### src/rtl/echo_encoder_display.sv
// echo_encoder_display: registered nibble capture, 5-bit display code and seven-segment decode.
// Define ECHO_BCD_CHECK_EN to show a dash for captured values 10..15 instead of hex A..F.
module echo_encoder_display (
    input  logic CLK,
    input  logic RST,
    input  logic RE,
    input  logic RS,
    input  logic A,
    input  logic B,
    input  logic C,
    input  logic D,
    output logic S1,
    output logic S2,
    output logic S3,
    output logic S4,
    output logic S5,
    output logic a,
    output logic b,
    output logic c,
    output logic d,
    output logic e,
    output logic f,
    output logic g
);
    localparam logic [4:0] BLANK = 5'b10000;
    localparam logic [4:0] DASH  = 5'b10001;
    logic [3:0] nib;
    logic [4:0] enc;
    logic [4:0] code;
    logic [6:0] seg;
    assign nib = {A, B, C, D};
`ifdef ECHO_BCD_CHECK_EN
    assign enc = (nib > 4'd9) ? DASH : {1'b0, nib};
`else
    assign enc = {1'b0, nib};
`endif
    always_ff @(posedge CLK or posedge RST) begin
        if (RST)
            code <= BLANK;
        else if (RS)
            code <= BLANK;
        else if (RE)
            code <= enc;
    end
    // Reserved special codes fall through to the blank default.
    always_comb begin
        seg = 7'b0000000;
        case (code)
            5'h00: seg = 7'b1111110;
            5'h01: seg = 7'b0110000;
            5'h02: seg = 7'b1101101;
            5'h03: seg = 7'b1111001;
            5'h04: seg = 7'b0110011;
            5'h05: seg = 7'b1011011;
            5'h06: seg = 7'b1011111;
            5'h07: seg = 7'b1110000;
            5'h08: seg = 7'b1111111;
            5'h09: seg = 7'b1111011;
            5'h0a: seg = 7'b1110111;
            5'h0b: seg = 7'b0011111;
            5'h0c: seg = 7'b1001110;
            5'h0d: seg = 7'b0111101;
            5'h0e: seg = 7'b1001111;
            5'h0f: seg = 7'b1000111;
            DASH:  seg = 7'b0000001;
            default: seg = 7'b0000000;
        endcase
    end
    assign {S1, S2, S3, S4, S5} = code;
    assign {a, b, c, d, e, f, g} = seg;
endmodule

### config.mk
export PLATFORM = sky130hd
export DESIGN_NAME = echo_encoder_display
export DESIGN_NICKNAME = d
export VERILOG_FILES = /design/src/rtl/echo_encoder_display.sv
export SDC_FILE = /design/constraint.sdc
export NUM_CORES = 1
export LEC_CHECK = 0
export CAP_MARGIN = 20
export CORE_MARGIN = 5
export CORE_UTILIZATION = 37
export CTS_BUF_LIST = sky130_fd_sc_hd__clkbuf_16
export CTS_CLUSTER_SIZE = 25
export DETAILED_ROUTE_END_ITERATION = 6
export PLACE_DENSITY = 0.73
export SLEW_MARGIN = 20
export SYNTH_ARGS = -nofsm -noshare
export SYNTH_HDL_FRONTEND = slang
export SYNTH_SLANG_ARGS = --single-unit
### constraint.sdc
create_clock -name CLK -period 1.4 [get_ports CLK]
set_input_delay 0.35 -clock CLK [delete_from_list [all_inputs] [get_ports CLK]]
set_output_delay 0.35 -clock CLK [all_outputs]
set_load 0.005 [all_outputs]
==> results of run 1 <==
==> cell families after synthesis <==
| kind of cell | count (synthesis) | synth area share [%] |
|---|---|---|
| AND/OR/NAND/NOR | 20 | 16.3 |
| AO/OA/AOI/OAI | 16 | 19.9 |
| buffers and inverters | 11 | 10.2 |
| adder cells (fa/ha/maj) | 8 | 19.4 |
| multiplexers | 5 | 9.71 |
| flip-flops | 5 | 24.5 |
==> cells in the mapped netlist, types with 2 or more instances <==
master    instances  share of area [%]
nor2_1           11                8.0
ha_1              8                 19
inv_1             7                5.1
nand2_1           6                4.4
mux2i_1           5                9.7
dfrtp_1           4                 19
o21ai_0           4                3.9
buf_2             3                2.9
o21ai_1           3                2.9
a211oi_1          2                2.9
o22ai_1           2                2.4
==> worst reg2reg max path, delay by kind of cell, from the launching register on <==
kind	cells	cell delay (ps)
DFF	1	450
buffers and inverters	2	260
muxes	1	140
and+or+nand+nor	1	70
==> metal layers <==
layer / vias to the layer above / track usage, % / wire length (µm)
li1: 297 / - / -
met1: 266 / 16.7 / 642
met2: 17 / 28.3 / 842
met3: 2 / 2.30 / 79
met4: 0 / 4.97 / 12
met5: - / 0 / 0
==> layout make-up <==
| type | count | area [µm²] | area share [%] |
|---|---|---|---|
| multi-input combinational | 49 | 435 | 41.7 |
| timing repair buffer | 40 | 350 | 33.5 |
| sequential | 5 | 130 | 12.5 |
| clock buffer | 3 | 75.1 | 7.19 |
| inverter | 7 | 31.3 | 2.99 |
| tap | 15 | 18.8 | 1.80 |
| clock inverter | 1 | 3.75 | 0.359 |
==> report_power, final <==
group / internal (W) / switching, W / leakage (nW)
Combinational: 0.000149 / 0.000109 / 0.394
Clock: 0.000369 / 0.0000851 / 0.0423
Sequential: 0.000157 / 0.0000155 / 0.0593
==> cell usage in the layout, fill, tap and decap left out, types with 2 or more instances in the layout <==
| cell | count |
|---|---|
| a211oi_2 | 2 |
| buf_2 | 7 |
| buf_4 | 12 |
| buf_6 | 10 |
| clkbuf_16 | 3 |
| clkdlybuf4s50_1 | 7 |
| dfrtp_2 | 3 |
| dlygate4sd2_1 | 2 |
| ha_1 | 3 |
| ha_4 | 4 |
| inv_1 | 6 |
| inv_4 | 2 |
| mux2i_1 | 5 |
| nand2_1 | 3 |
| nand2_2 | 3 |
| nor2_1 | 10 |
| o21ai_0 | 2 |
| o21ai_1 | 4 |
| o21ai_2 | 2 |
| o22ai_1 | 2 |
==> timing repair <==
action | in CTS | in global routing
pin swaps | 5 | 2
setup buffers | 8 | 4
resized for setup | 55 | 16
setup endpoints to repair | 12 | 11
cloned | 0 | 0
hold endpoints to repair | 0 | 0
==> per-stage QoR <==
step	util [%]	hold WS, ps	instance area (µm²)	instances	total power [W]
6_report	79.3	354	1040	120	0.000884
5_1_grt	79.3	376	1040	120	0.000922
4_1_cts	75.0	367	988	118	0.000858
3_5_place_dp	62.9	562	828	106	0.000386
3_3_place_gp	62.9	561	828	106	0.000385
2_1_floorplan	-	128	551	65	0.000269
==> worst paths after layout <==
path	endpoint	depth (start not counted)
min in group CLK	code[3]$_DFFE_PP0P_	3
hold reg to reg	code[3]$_DFFE_PP0P_	3
setup reg to reg	code[1]$_DFFE_PP0P_	4
setup / recovery	b	6
hold / removal	code[0]$_DFFE_PP0P_	2
max in group asynchronous	code[4]$_DFFE_PP1P_	2
==> metrics.cfg, run 1 <==
[critical_path]
critPathMaxStageDelay_ps = 450
critPathBufInv = 2
setup.worst_path.start = code[1]$_DFFE_PP0P_
crit_family = flip-flops
r2r_slack_ps = 360
slowest_stage = dfrtp_2
crit_type = reg2out
end_kind = output pin
critPathMaxFanout = 5
required_ps = 1050
crit_path_cell_trace = inv_4 > ha_4 > o21ai_2 > mux2i_1 > nor2_1 > buf_2
reg2reg_from = code[1]$_DFFE_PP0P_
cp.arrival_ps = 1440
critPathLaunchType = flop

[finish]
regMostFlops = code
drive_gt1_share_pct = 52.4
syn2layout_area_growth_pct = 103
reg.largest.list = code x5
nNetsFinal = 122
diodes = 0
fillers = 85
largest_register_ffs = 5

[routing]
routed_via_density = 4.85
drt-initial-drc-count = 5
remaining_drc_errors = 0
ant_nets = 0
wl_um = 1580
firstDrtPassIters = 4
routedWlPerCell_um = 13.1
vias = 582

[clock_tree]
cts.reportedPaths.clkPinSlew_ps = 30
clk_path_buf_depth = 2
worst_skew_pair.late_latency_ps = 220
cts_tree = yes
hold_buffers = 0
htreeDepth = 1
cts_made_buffers = 3
cts.sinks = 5
root_buffer = clkbuf_16

[floorplan]
die_area_mm2 = 0.00224
die_w_um = 47.3
die_h_um = 47.3
io_pins = 20
rows = 13
start_util_pct = 39.1
coreArea_mm2 = 0.00132

[synth]
async_flop_share_pct = 100
yosys_register_bits = 5
syn_nets = 81
synth_edf_count = 0
ys_seq_area_share_pct = 24.5
synth_cell_type_count = 21
synth_area_um2 = 515
ys.warnings.count = 0
synth_area_per_cell_um2 = 7.93
synthFlopType = dfrtp_1
synthCells = 65

[outcome]
violations = setup timing
run_status = finished with violations

[sta]
slew_violations = 0
setup_violations = 8
finalHoldViolations = 0
slew-limit-headroom_pct = 81.4
rsz0062_at_grt = true
period_minus_slack_ps = 1790
setup_ws_ps = -389
max_freq_mhz = 559
worstMarginPinSlew_ps = 278
tns_ps = -2540
finalCritPeriodShare_pct = 128
skew_ps = 0

[placement]
place_hpwl_um = 1040
place_ws_ps = -553
gp_congestion = 0.807
portBuffers = 19

[min_path]
min_path_type = in2async

[global_routing]
grt_pass1_wl_um = 2360
antenna_found_initial = 0
grt_start_max_net_pins = 20
grt_use_total_pct = 15.0
overflow = 0
first_global_vias = 595

[power]
p_leak_nw = 0.495
p_per_area_mw_per_mm2 = 846
ir_drop_mv = 1.30

[job]
maxCapViolCount = 0

Note: power is estimated with default switching activity, not from simulation.
==> run 2: changes to the inputs <==
Settings changed: CAP_MARGIN 20 to not set, HOLD_SLACK_MARGIN set to 0.1.
Clock period 1.4 ns to 1.6 ns, I/O delays scaled along.
==> run 2 against run 1 <==
Largest power group unchanged. Sequential share of layout area about the same. Register-to-register slack improved by 210 ps. Clock skew unchanged. The run still ends with setup timing left. Clock-buffer cell count unchanged. Global-route usage increased by 0.94 points. Power decreased by 12%.
==> metrics.cfg, run 2 (synthesis gave the netlist of run 1 again) <==
[finish]
layout_common_cells = 14 x buf_4, 9 x nor2_1, 8 x clkdlybuf4s50_1
final_cell_area_mm2 = 0.00105  ; +0.12%
syn2layout_area_growth_pct = 103
diodes = 0  ; unchanged
largest_register_ffs = 5  ; unchanged
fin_cells = 118  ; -1.7%
reg.largest.list = code x5
nNetsFinal = 120  ; -1.6%
layout_commonest_cell = buf_4
regMostFlops = code
fillers = 84  ; -1.2%
drive_gt1_share_pct = 54.4  ; +2.0 points
post-route-util_pct = 79.4  ; +0.095 points

[routing]
remaining_drc_errors = 0  ; unchanged
wl_um = 1620  ; +2.8%
vias = 585  ; +0.52%
routed_via_density = 4.96  ; +2.2%
routedWlPerCell_um = 13.7  ; +4.5%
firstDrtPassIters = 2  ; -2
ant_nets = 0  ; unchanged
drt-initial-drc-count = 2  ; -3

[critical_path]
required_ps = 1200  ; +150 ps
critPathBufInv = 2  ; unchanged
critPathMaxStageDelay_ps = 450  ; about the same
cp.arrival_ps = 1490  ; +50 ps
critPathMaxFanout = 5  ; unchanged
crit_path_cell_trace = inv_4 > ha_4 > nand2_2 > o32a_1 > o21ai_2 > buf_2
crit_type = reg2out
crit_family = flip-flops
slowest_stage = dfrtp_2
critPathLaunchType = flop
end_kind = output pin

[clock_tree]
cts.reportedPaths.clkPinSlew_ps = 30  ; about the same
hold_buffers = 0  ; unchanged
root_buffer = clkbuf_16
worst_skew_pair.late_latency_ps = 220  ; about the same
cts.sinks = 5  ; unchanged
cts_tree = yes
cts_made_buffers = 3  ; unchanged
htreeDepth = 1  ; unchanged
clk_path_buf_depth = 2  ; unchanged

[global_routing]
grt_start_max_net_pins = 12  ; -40%
first_global_vias = 591  ; -0.67%
antenna_found_initial = 0  ; unchanged
overflow = 0  ; unchanged
grt_pass1_wl_um = 2500  ; +6.1%
grt_use_total_pct = 15.9  ; +0.94 points

[sta]
worstMarginPinSlew_ps = 284  ; +6.20 ps
slew-limit-headroom_pct = 81.0  ; -0.41 points
whs_ps = 373  ; +18.6 ps
slew_violations = 0  ; unchanged
finalHoldViolations = 0  ; unchanged
setup_ws_ps = -287  ; +102 ps
period_minus_slack_ps = 1890
finalCritPeriodShare_pct = 118
setup_violations = 8  ; unchanged
skew_ps = 0  ; unchanged
rsz0062_at_grt = true
max_freq_mhz = 530

[floorplan]
io_pins = 20  ; unchanged
die_w_um = 47.3  ; unchanged
die_area_mm2 = 0.00224  ; unchanged
start_util_pct = 39.1  ; unchanged
rows = 13  ; unchanged
die_h_um = 47.3  ; unchanged
coreArea_mm2 = 0.00132  ; unchanged

[placement]
place_ws_ps = -503  ; +50.4 ps
post-place-cells = 108  ; +1.9%
placed_cell_area_um2 = 797  ; -3.8%
portBuffers = 19  ; unchanged
gp_congestion = 0.895  ; +11%
place_hpwl_um = 1060  ; +1.7%

[power]
ir_drop_mv = 1.14  ; -13%
p_per_area_mw_per_mm2 = 742  ; -12%
p_leak_nw = 0.500  ; +0.90%

[job]
maxCapViolCount = 0  ; unchanged

[outcome]
violations = setup timing
run_status = finished with violations

[min_path]
min_path_type = in2async

==> run 2: area by class of cell <==
cell class,instances,area [µm²],share of cell area (%)
clock inverters,1,3.75,0.359
clock buffers,3,75.1,7.18
multi-input cells,49,475,45.5
inverters,7,31.3,2.99
well taps,15,18.8,1.79
repair buffers,38,312,29.8
flip-flops and latches,5,130,12.4
==> run 2: layer usage <==
| metal | vias to the layer above | GRT usage, % | part of all wire, % |
|---|---|---|---|
| met1 | 269 | 15.6 | 37 |
| met4 | 0 | 7.73 | 1.7 |
| met5 | - | 0 | 0 |
| met2 | 17 | 30.5 | 54 |
| li1 | 295 | - | - |
| met3 | 4 | 3.83 | 6.8 |
==> run 2: where the power goes <==
group | internal [W] | switching (W)
registers | 0.000137 | 0.0000118
logic | 0.000125 | 0.000102
clock network | 0.000323 | 0.0000771
total | 0.000585 | 0.000191
==> run 2: what timing repair did <==
item | 4_1_cts | 5_1_grt
buffers inserted | 5 | 1
pin swaps | 6 | 8
endpoints found under the setup margin | 12 | 8
resized for setup | 46 | 27
==> run 2: final timing paths <==
| path | start | to | slack, ps | cells after the start |
|---|---|---|---|---|
| min | RST | code[2]$_DFFE_PP0P_ | 370 | 2 |
| max | code[1]$_DFFE_PP0P_ | g | -290 | 6 |
| max reg2reg | code[3]$_DFFE_PP0P_ | code[3]$_DFFE_PP0P_ | 570 | 4 |
| max in group asynchronous | RST | code[4]$_DFFE_PP1P_ | 990 | 2 |
| min in group CLK | code[2]$_DFFE_PP0P_ | code[2]$_DFFE_PP0P_ | 710 | 3 |
| min reg2reg | code[2]$_DFFE_PP0P_ | code[2]$_DFFE_PP0P_ | 710 | 3 |
==> run 2: stage by stage <==
stage | total power [W] | setup TNS (ps)
final | 0.000776 | -1540
after global routing | 0.000810 | -2130
after floorplan | 0.000227 | 0
after detailed placement | 0.000330 | -3370
after CTS | 0.000747 | -1910
after global placement | 0.000326 | -3180
